===== src/rtl/uart_pkg.sv =====
// Shared definitions for the UART word-assembly path.
//   BYTES_PER_WORD      : bytes packed into one assembled word (MSB first)
//   BYTE_IDX_W          : width of the byte index inside a word
//   DEFAULT_GAP_TIMEOUT : default inter-byte silence limit, in clocks
//   state_e             : byte-collection FSM states
package uart_pkg;

  localparam int unsigned BYTES_PER_WORD      = 4;
  localparam int unsigned BYTE_IDX_W          = 2;
  localparam logic [31:0] DEFAULT_GAP_TIMEOUT = 32'd9999999;

  typedef enum logic {
    ST_IDLE    = 1'b0,
    ST_COLLECT = 1'b1
  } state_e;

endpackage


===== src/rtl/uart_word_assembler_if.sv =====
// Byte-in / word-out bundle of the UART word assembler.
//   rx_data/rx_done : received byte and its one-cycle completion strobe
//   data_out        : last assembled 32-bit word
//   word_valid      : a word is pending on data_out
//   word_ack        : consumer has taken the pending word
//   overrun         : pulse, new word completed over an unacknowledged one
//   timeout         : pulse, a partial word was discarded
// slave  = the assembler; master = the RX engine / consumer side.
interface uart_word_assembler_if;

  logic [7:0]  rx_data;
  logic        rx_done;
  logic [31:0] data_out;
  logic        word_valid;
  logic        word_ack;
  logic        overrun;
  logic        timeout;

  modport master (
    output rx_data, rx_done, word_ack,
    input  data_out, word_valid, overrun, timeout
  );

  modport slave (
    input  rx_data, rx_done, word_ack,
    output data_out, word_valid, overrun, timeout
  );

endinterface


===== src/rtl/uart_gap_timer.sv =====
// Inter-byte gap timer.
//   clk, rst  : clock, asynchronous active-low reset
//   clr_i     : clear the count (takes priority over en_i)
//   en_i      : count one clock of silence
//   expired_o : high in the cycle whose increment would reach TIMEOUT;
//               the count clears on that same edge
module uart_gap_timer
  import uart_pkg::*;
#(
  parameter logic [31:0] TIMEOUT = DEFAULT_GAP_TIMEOUT
) (
  input  logic clk,
  input  logic rst,
  input  logic clr_i,
  input  logic en_i,
  output logic expired_o
);

  logic [31:0] cnt_q, cnt_d;

  // Comparing against TIMEOUT-1 lets the owner act on the very edge at
  // which the count would become TIMEOUT, so the count never wraps.
  always_comb begin
    expired_o = en_i && !clr_i && (cnt_q == (TIMEOUT - 32'd1));
    cnt_d     = cnt_q;
    if (clr_i || expired_o) begin
      cnt_d = '0;
    end else if (en_i) begin
      cnt_d = cnt_q + 32'd1;
    end
  end

  always_ff @(posedge clk or negedge rst) begin
    if (!rst) begin
      cnt_q <= '0;
    end else begin
      cnt_q <= cnt_d;
    end
  end

endmodule


===== src/rtl/uart_word_assembler.sv =====
// Reassembles UART RX bytes, MSB first, into 32-bit words with a
// valid/ack handshake; partial words are dropped after an inter-byte gap.
//   clk, rst : clock, asynchronous active-low reset
//   bus      : slave side of uart_word_assembler_if (byte strobe in,
//              word/valid/ack handshake, overrun and timeout pulses out)
//   TIMEOUT  : clocks of silence tolerated between bytes of one word
module uart_word_assembler
  import uart_pkg::*;
#(
  parameter logic [31:0] TIMEOUT = DEFAULT_GAP_TIMEOUT
) (
  input  logic                  clk,
  input  logic                  rst,
  uart_word_assembler_if.slave  bus
);

  localparam logic [BYTE_IDX_W-1:0] LAST_IDX = BYTE_IDX_W'(BYTES_PER_WORD - 1);

  state_e                state_q, state_d;
  logic [BYTE_IDX_W-1:0] idx_q, idx_d;
  logic [31:0]           shreg_q, shreg_d;
  logic [31:0]           data_q, data_d;
  logic                  valid_q, valid_d;
  logic                  overrun_q, overrun_d;
  logic                  timeout_q, timeout_d;

  logic gap_clr, gap_en, gap_hit;

  // A strobe in the expiry cycle clears the timer, so the byte wins.
  assign gap_clr = (state_q == ST_IDLE) || bus.rx_done;
  assign gap_en  = (state_q == ST_COLLECT) && !bus.rx_done;

  uart_gap_timer #(
    .TIMEOUT (TIMEOUT)
  ) u_gap_timer (
    .clk       (clk),
    .rst       (rst),
    .clr_i     (gap_clr),
    .en_i      (gap_en),
    .expired_o (gap_hit)
  );

  always_comb begin
    state_d   = state_q;
    idx_d     = idx_q;
    shreg_d   = shreg_q;
    data_d    = data_q;
    valid_d   = valid_q;
    overrun_d = 1'b0;
    timeout_d = 1'b0;

    if (valid_q && bus.word_ack) begin
      valid_d = 1'b0;
    end

    unique case (state_q)
      ST_IDLE: begin
        if (bus.rx_done) begin
          shreg_d[31:24] = bus.rx_data;
          idx_d          = BYTE_IDX_W'(1);
          state_d        = ST_COLLECT;
        end
      end

      ST_COLLECT: begin
        if (bus.rx_done) begin
          if (idx_q == LAST_IDX) begin
            data_d    = {shreg_q[31:8], bus.rx_data};
            // Completing word overrides any same-cycle ack clear above.
            overrun_d = valid_q && !bus.word_ack;
            valid_d   = 1'b1;
            idx_d     = '0;
            state_d   = ST_IDLE;
          end else begin
            unique case (idx_q)
              BYTE_IDX_W'(1): shreg_d[23:16] = bus.rx_data;
              BYTE_IDX_W'(2): shreg_d[15:8]  = bus.rx_data;
              default:        shreg_d[31:24] = bus.rx_data;
            endcase
            idx_d = idx_q + BYTE_IDX_W'(1);
          end
        end else if (gap_hit) begin
          timeout_d = 1'b1;
          idx_d     = '0;
          shreg_d   = '0;
          state_d   = ST_IDLE;
        end
      end

      default: state_d = ST_IDLE;
    endcase
  end

  always_ff @(posedge clk or negedge rst) begin
    if (!rst) begin
      state_q   <= ST_IDLE;
      idx_q     <= '0;
      shreg_q   <= '0;
      data_q    <= '0;
      valid_q   <= 1'b0;
      overrun_q <= 1'b0;
      timeout_q <= 1'b0;
    end else begin
      state_q   <= state_d;
      idx_q     <= idx_d;
      shreg_q   <= shreg_d;
      data_q    <= data_d;
      valid_q   <= valid_d;
      overrun_q <= overrun_d;
      timeout_q <= timeout_d;
    end
  end

  assign bus.data_out   = data_q;
  assign bus.word_valid = valid_q;
  assign bus.overrun    = overrun_q;
  assign bus.timeout    = timeout_q;

endmodule


===== src/flat_wrapper.sv =====
// flat-port wrapper written by rule: the top's interface ports become plain ports
module uart_word_assembler_flat import uart_pkg::*;
#(
  parameter logic [31:0] TIMEOUT = DEFAULT_GAP_TIMEOUT
)
  (clk, rst, bus_rx_data, bus_rx_done, bus_word_ack, bus_data_out, bus_word_valid, bus_overrun, bus_timeout);
  uart_word_assembler_if bus_i ();
  input  logic clk;
  input  logic rst;
  input wire logic [$bits(bus_i.rx_data)-1:0] bus_rx_data;
  input wire logic [$bits(bus_i.rx_done)-1:0] bus_rx_done;
  input wire logic [$bits(bus_i.word_ack)-1:0] bus_word_ack;
  output wire logic [$bits(bus_i.data_out)-1:0] bus_data_out;
  output wire logic [$bits(bus_i.word_valid)-1:0] bus_word_valid;
  output wire logic [$bits(bus_i.overrun)-1:0] bus_overrun;
  output wire logic [$bits(bus_i.timeout)-1:0] bus_timeout;
  assign bus_i.rx_data = bus_rx_data;
  assign bus_i.rx_done = bus_rx_done;
  assign bus_i.word_ack = bus_word_ack;
  assign bus_data_out = bus_i.data_out;
  assign bus_word_valid = bus_i.word_valid;
  assign bus_overrun = bus_i.overrun;
  assign bus_timeout = bus_i.timeout;
  uart_word_assembler #(.TIMEOUT(TIMEOUT)) u_core (.clk(clk), .rst(rst), .bus(bus_i));
endmodule

===== config.mk =====
export PLATFORM = sky130hd
export DESIGN_NAME = uart_word_assembler_flat
export DESIGN_NICKNAME = d
export VERILOG_FILES = /design/src/rtl/uart_pkg.sv /design/src/rtl/uart_word_assembler_if.sv /design/src/rtl/uart_gap_timer.sv /design/src/rtl/uart_word_assembler.sv /design/src/flat_wrapper.sv
export SDC_FILE = /design/constraint.sdc
export NUM_CORES = 1
export LEC_CHECK = 0
export BUFFER_PORTS_ARGS = -buffer_cell sky130_fd_sc_hd__buf_2
export CORE_UTILIZATION = 46
export CTS_BUF_LIST = sky130_fd_sc_hd__clkbuf_16
export CTS_CLUSTER_SIZE = 30
export DETAILED_ROUTE_END_ITERATION = 8
export GPL_TIMING_DRIVEN = 0
export PLACE_DENSITY = 0.65
export SYNTH_ARGS = -nofsm -noshare
export SYNTH_HDL_FRONTEND = slang
export SYNTH_SLANG_ARGS = --single-unit
export TNS_END_PERCENT = 10

===== constraint.sdc =====
create_clock -name clk -period 2.7 [get_ports clk]
set_input_delay 0.54 -clock clk [delete_from_list [all_inputs] [get_ports clk]]
set_output_delay 0.54 -clock clk [all_outputs]
set_load 0.01 [all_outputs]

==> summary.txt, run 1 <==
Logic synthesis
  – Register bit total from synthesis: 94
  – Top FF cell, synth: dfrtp_1
  – Asr flop ratio synth: 100.0%
  – Post-synth EDFFs: 0
  – YS warnings: 0
  – Yosys cell types: 38
  – Avg Inst Size Synth: 10.40 sq um
  – Sequential share of the synthesized area: 56.41%
  – Synthesized net count: 418
  – Largest cells by area after synthesis: dfrtp_1 (56%), mux2_2 (6.5%), nand2_1 (5.3%), o21ai_0 (5.0%), or4_1 (2.2%)
  – Most common cell in the synthesized netlist: dfrtp_1
  – Share of the synthesized area in the top cell type: 56.41%
  – Synthesized cell area: 4170 sq um
  – Most frequent cells after synthesis: dfrtp_1 (94), nand2_1 (59), o21ai_0 (42)
  – Post-synth top area cell: dfrtp_1
  – Cells after Synth: 401

Floorplanning
  – Num rows: 34
  – Die H: 97.22 microns
  – Ports: 47
  – Die ar.: 9451 sq um
  – Die X: 97.22 microns
  – Initial Util: 47.59%
  – Core ar.: 8763 sq um

Drt
  – Total wire length: 9259 microns
  – Average wire per standard cell: 16.22 microns
  – Vias: 3,168
  – Vias per cell: 5.548
  – DRT antenna net count: 0
  – Initial DRC count: 88
  – Drt drc: 0
  – TritonRoute pass-1 iters: 4

Timing
  – Clk_skew: 0.009224 ns
  – Slew Limit Fails: 0
  – Final Cycle Share: 85.96%
  – Setup violations, final: 0
  – Worst slew pin tran: 0.6657 ns
  – RSZ-0062 raised after global routing: no
  – Min Tclk post-route: 2.321 ns
  – Hold Vio Cnt, Final: 0
  – Setup TNS: 0 ns
  – Worst slew margin: 55.62%
  – Post-route worst setup slack: 0.3790 ns
  – Fmax: 0.4308 GHz
  – WHS: 0.1833 ns

Clocking
  – H-tree depth: 3
  – Clk sinks: 94
  – Clk slew on worst S/H paths: 0.07 ns
  – Root Buffer: clkbuf_16
  – Clock buffer count from CTS: 9
  – Setup Fix Bufs, Post-CTS: 0
  – CTS tree: yes
  – Longest Clk Path Bufs: 2
  – Worst skew pair latency: 0.34 ns

Placement
  – Routability cong.: 0.8511
  – Post-Place Cell Area: 4561 sq um
  – Place WS: 0.1531 ns
  – Detailed Place HPWL: 6472 microns
  – # port buffers: 45

Worst setup path
  – Endpoint class of the critical path: flop
  – CP Launch Type: flop
  – CP Class: reg2reg
  – Reg-to-reg startpoint: u_core.u_gap_timer.cnt_q[23]$_DFFE_PN0P_
  – FF-to-FF setup slack: 0.38 ns
  – Worst reg2reg path depth: 5
  – WP data arrival: 2.56 ns
  – Reg2reg end: u_core.u_gap_timer.cnt_q[25]$_DFFE_PN0P_
  – Setup crit start: u_core.u_gap_timer.cnt_q[23]$_DFFE_PN0P_
  – Worst-path maximum fanout: 10
  – CP required: 2.94 ns

Cells and area
  – Ant. Diodes: 0
  – Share of layout cells above drive strength 1: 20.30%
  – Layout area overhead: 16.32%
  – Final design utilization: 55.35%
  – Post-route cell area: 4851 sq um
  – Final net count: 475
  – Fillcell total: 770

Power and ir drop
  – Leak: 2.142 nW
  – Worst VDD drop: 0.0003454 V
  – PD cells: 880.7 nW/um^2

Global routing
  – First-pass GRT wire length: 15,390 microns
  – GRT Util Overall: 20.65%
  – Number of global-route vias before repair: 3,190
  – Initial antenna violation count: 0
  – Largest net degree at the start of global routing: 52
  – Gr ovfl total: 0

Status
  – Status: finished clean

Job
  – Max-cap viol count: 0

Min path
  – Path category of the worst min-delay check: in2async
[per-layer routing]
| metal | global-route usage, % | up-vias | share of wire [%] |
|---|---|---|---|
| met2 | 33.97 | 78 | 48 |
| met5 | 0 | - | 0 |
| met4 | 8.371 | 0 | 2.1 |
| li1 | - | 1534 | - |
| met1 | 27.25 | 1541 | 46 |
| met3 | 3.525 | 15 | 4.3 |
[cell type report]
type                            count  area (sq um)  share of cell area [%]
Multi-Input combinational cell    273          1692                   34.87
Sequential cell                    94          2352                   48.49
Inverter                           16         60.06                   1.238
Timing Repair Buffer               46         255.2                   5.262
Tap cell                          108         135.1                   2.786
Clock buffer                        9         225.2                   4.643
Buffer                             18         71.32                   1.470
Clock inverter                      7         60.06                   1.238
[repair_timing]
action,CTS,global route
resized for setup,0,1
endpoints found under the setup margin,0,10
hold buffers,0,0
[worst max path at each step]
stage,end,slack (ns),cells past startpoint
global route,u_core.shreg_q[22]$_DFFE_PN0P_,0.16,5
detailed placement,u_core.shreg_q[21]$_DFFE_PN0P_,0.15,5
global placement,u_core.shreg_q[9]$_DFFE_PN0P_,0.11,5
finish,u_core.u_gap_timer.cnt_q[25]$_DFFE_PN0P_,0.38,5
CTS,u_core.shreg_q[8]$_DFFE_PN0P_,0.13,5
floorplan,u_core.shreg_q[10]$_DFFE_PN0P_,0.80,7
[critical path, cell delays in order (launching register included)]
cell,delay [ns]
dfrtp_1,0.49
nor4bb_1,0.40
nand4_1,0.31
o21ai_0,0.42
clkbuf_1,0.38
o21ba_2,0.22
[where the power goes]
part,switching (mW),internal [mW]
sequential,0.215,1.82
combinational,0.555,0.463
clock,0.574,0.644
total,1.34,2.93
[logic make-up (layout without fill, tap and decap cells)]
logic type	count (synthesis)	after routing	share of synthesized area, %
compound gates	82	82	11.25
xor+xnor	11	11	2.310
fa+ha+maj	5	5	1.500
buf+inv	34	96	3.150
flops	94	94	56.41
mux	25	25	6.721
simple gates	150	150	18.66
[cells in the final DEF, fill, tap and decap left out, types with 2 or more instances in the layout]
master / count
ha_1: 5
mux2_2: 24
buf_2: 47
and2_1: 2
nor3_1: 3
a21oi_1: 17
nor4_1: 4
and3_1: 4
a22oi_1: 8
clkbuf_1: 15
or4_1: 12
inv_6: 4
nand2b_1: 2
nor4b_1: 2
nand2_1: 59
clkbuf_16: 9
or3_1: 10
nor4bb_1: 2
dfrtp_1: 94
o31ai_1: 9
and4_1: 5
nand3_1: 12
inv_1: 16
o21ai_0: 42
xor2_1: 5
nand4_1: 9
nor2_1: 18
xnor2_1: 6
[flip-flops by register name (all words and copies together) (netlist names)]
signal	count
u_core.u_gap_timer.cnt_q	32
u_core.bus.timeout	1
u_core.bus.data_out	32
u_core.state_q	1
u_core.idx_q	2
u_core.shreg_q	24
u_core.bus.overrun	1
u_core.bus.word_valid	1
[metrics by stage]
step / instances / power (mW)
after floorplan: 401 / 2.658
after global placement: 554 / 3.039
after detailed placement: 555 / 3.099
after CTS: 571 / 4.321
after global routing: 571 / 4.549
final: 571 / 4.272
Note: power is estimated with default switching activity, not from simulation.
==> inputs of run 2 (changes only) <==
--- a/config.mk
+++ b/config.mk
@@ -5,13 +5,14 @@
 export SDC_FILE = /design/constraint.sdc
 export NUM_CORES = 1
 export LEC_CHECK = 0
-export BUFFER_PORTS_ARGS = -buffer_cell sky130_fd_sc_hd__buf_2
 export CORE_UTILIZATION = 46
 export CTS_BUF_LIST = sky130_fd_sc_hd__clkbuf_16
 export CTS_CLUSTER_SIZE = 30
 export DETAILED_ROUTE_END_ITERATION = 8
+export DONT_BUFFER_PORTS = 1
 export GPL_TIMING_DRIVEN = 0
-export PLACE_DENSITY = 0.65
+export MAX_ROUTING_LAYER = met4
+export REMOVE_ABC_BUFFERS = 1
 export SYNTH_ARGS = -nofsm -noshare
 export SYNTH_HDL_FRONTEND = slang
 export SYNTH_SLANG_ARGS = --single-unit
==> summary.txt, run 2 (synthesized netlist as in run 1, its figures left out) <==
Status
  – Status: finished with violations
  – Failing checks: negative hold slack

Timing
  – WHS: -0.1143 ns
  – Fmax: 0.4500 GHz
  – Hold Vio Cnt, Final: 94
  – RSZ-0062 raised after global routing: no
  – Setup violations, final: 0
  – Worst slew pin tran: 0.7052 ns
  – Final Cycle Share: 82.30%
  – Setup TNS: 0 ns
  – Clk_skew: 0.01001 ns
  – Min Tclk post-route: 2.222 ns
  – Slew Limit Fails: 0
  – Worst slew margin: 52.67%

Worst setup path
  – Endpoint class of the critical path: flop
  – CP Launch Type: flop
  – Reg-to-reg startpoint: u_core.u_gap_timer.cnt_q[7]$_DFFE_PN0P_
  – CP Class: reg2reg
  – WP data arrival: 2.48 ns
  – Worst-path maximum fanout: 19
  – CP required: 2.96 ns
  – Worst reg2reg path depth: 4
  – Reg2reg end: u_core.u_gap_timer.cnt_q[23]$_DFFE_PN0P_
  – FF-to-FF setup slack: 0.48 ns

Drt
  – Average wire per standard cell: 16.92 microns
  – Initial DRC count: 183
  – Total wire length: 8628 microns
  – Vias: 2,976
  – Vias per cell: 5.835
  – TritonRoute pass-1 iters: 5
  – Drt drc: 0
  – DRT antenna net count: 0

Clocking
  – Worst skew pair latency: 0.34 ns
  – Root Buffer: clkbuf_16
  – Longest Clk Path Bufs: 2
  – Clk slew on worst S/H paths: 0.07 ns
  – CTS tree: yes
  – Clock buffer count from CTS: 9
  – Setup Fix Bufs, Post-CTS: 0
  – H-tree depth: 3
  – Clk sinks: 94
  – CTS resizes: 0

Global routing
  – Number of global-route vias before repair: 2,854
  – Gr ovfl total: 0
  – First-pass GRT wire length: 14,880 microns
  – Initial antenna violation count: 0
  – GRT Util Overall: 20.25%
  – Largest net degree at the start of global routing: 95

Power and ir drop
  – Logic gate share of total power: 15.9%
  – Worst VDD drop: 0.0004767 V
  – Part of the power in registers: 54.0%
  – PD cells: 880.6 nW/um^2
  – Net switching power: 1.268 mW
  – Leak: 1.924 nW
  – Int Power: 2.782 mW
  – Net Sw Frac: 31.30%
  – Clock power frac: 30.1%

Floorplanning
  – Core ar.: 8763 sq um
  – Die ar.: 9451 sq um
  – Num rows: 34
  – Die H: 97.22 microns
  – Die X: 97.22 microns
  – Ports: 47
  – Initial Util: 47.59%

Cells and area
  – Final net count: 414
  – Commonest non-fill, non-tap cells in the layout: dfrtp_1 (94), nand2_1 (59), o21ai_0 (41)
  – Ant. Diodes: 0
  – Share of layout cells above drive strength 1: 12.44%
  – Commonest non-fill, non-tap cell in the layout: dfrtp_1
  – Layout area overhead: 10.26%

Placement
  – Detailed Place HPWL: 5536 microns
  – Routability cong.: 0.8180
  – # port buffers: 0

Job
  – Max-cap viol count: 0

Min path
  – Path category of the worst min-delay check: in2async
[run 2: cell types whose count changed in the layout (fill, tap and decap cells not counted), moves of 2 or more]
| cell | before | now |
|---|---|---|
| buf_2 | 47 | 0 |
| inv_6 | 4 | 2 |
| buf_12 | 0 | 2 |
| clkbuf_1 | 15 | 0 |
[run 2: how the worst max path moves through the flow]
stage / start / to / slack, ns / cells past startpoint
floorplan: u_core.u_gap_timer.cnt_q[0]$_DFFE_PN0P_ / u_core.u_gap_timer.cnt_q[25]$_DFFE_PN0P_ / -0.72 / 6
global placement: u_core.u_gap_timer.cnt_q[23]$_DFFE_PN0P_ / u_core.shreg_q[30]$_DFFE_PN0P_ / -2.43 / 4
detailed placement: u_core.u_gap_timer.cnt_q[7]$_DFFE_PN0P_ / u_core.u_gap_timer.cnt_q[27]$_DFFE_PN0P_ / 0.50 / 4
CTS: u_core.u_gap_timer.cnt_q[7]$_DFFE_PN0P_ / u_core.u_gap_timer.cnt_q[23]$_DFFE_PN0P_ / 0.46 / 4
global route: u_core.u_gap_timer.cnt_q[7]$_DFFE_PN0P_ / u_core.u_gap_timer.cnt_q[23]$_DFFE_PN0P_ / 0.32 / 4
finish: u_core.u_gap_timer.cnt_q[7]$_DFFE_PN0P_ / u_core.u_gap_timer.cnt_q[23]$_DFFE_PN0P_ / 0.48 / 4
[run 2: per-stage QoR]
| step | utilization (%) | total power [mW] | setup WS (ns) | cells | instance area, sq um |
|---|---|---|---|---|---|
| final | 52.47 | 4.049 | 0.4780 | 510 | 4598 |
| after global routing | 52.47 | 4.302 | 0.3239 | 510 | 4598 |
| after CTS | 52.47 | 4.097 | 0.4642 | 510 | 4598 |
| after detailed placement | 49.14 | 2.868 | 0.4962 | 494 | 4307 |
| after global placement | 48.32 | 2.810 | -2.428 | 491 | 4234 |
| after floorplan | - | 2.650 | -0.7199 | 383 | 4099 |
[run 2: critical path, stage by stage (launching register included)]
cell     delay, ns
dfrtp_1       0.44
nand3_2       0.14
or4_1         0.81
or4_1         0.59
a21oi_1       0.16
[run 2: layout make-up]
cell class | instances | area [sq um]
Clock buffer | 9 | 225.2
Fill cell | 809 | 4165
Inverter | 16 | 60.06
Sequential cell | 94 | 2352
Clock inverter | 7 | 66.31
Tap cell | 108 | 135.1
Timing Repair Buffer | 3 | 51.30
Multi-Input combinational cell | 273 | 1708
[run 2: routing by layer]
metal  wire length [microns]  global-route usage (%)
met2                    3855                   28.98
met5                       0                       -
met1                    4314                   28.91
met3                     353                   3.669
met4                     105                   7.579
[run 2: power groups by stage]
stage          Clock, mW  Sequential (mW)  Combinational [mW]
6_report            1.22             2.19               0.642
3_3_place_gp           0             2.21               0.604
3_5_place_dp           0             2.22               0.648
5_1_grt             1.31             2.25               0.748
4_1_cts             1.25             2.19               0.652
2_1_floorplan          0             2.14               0.514
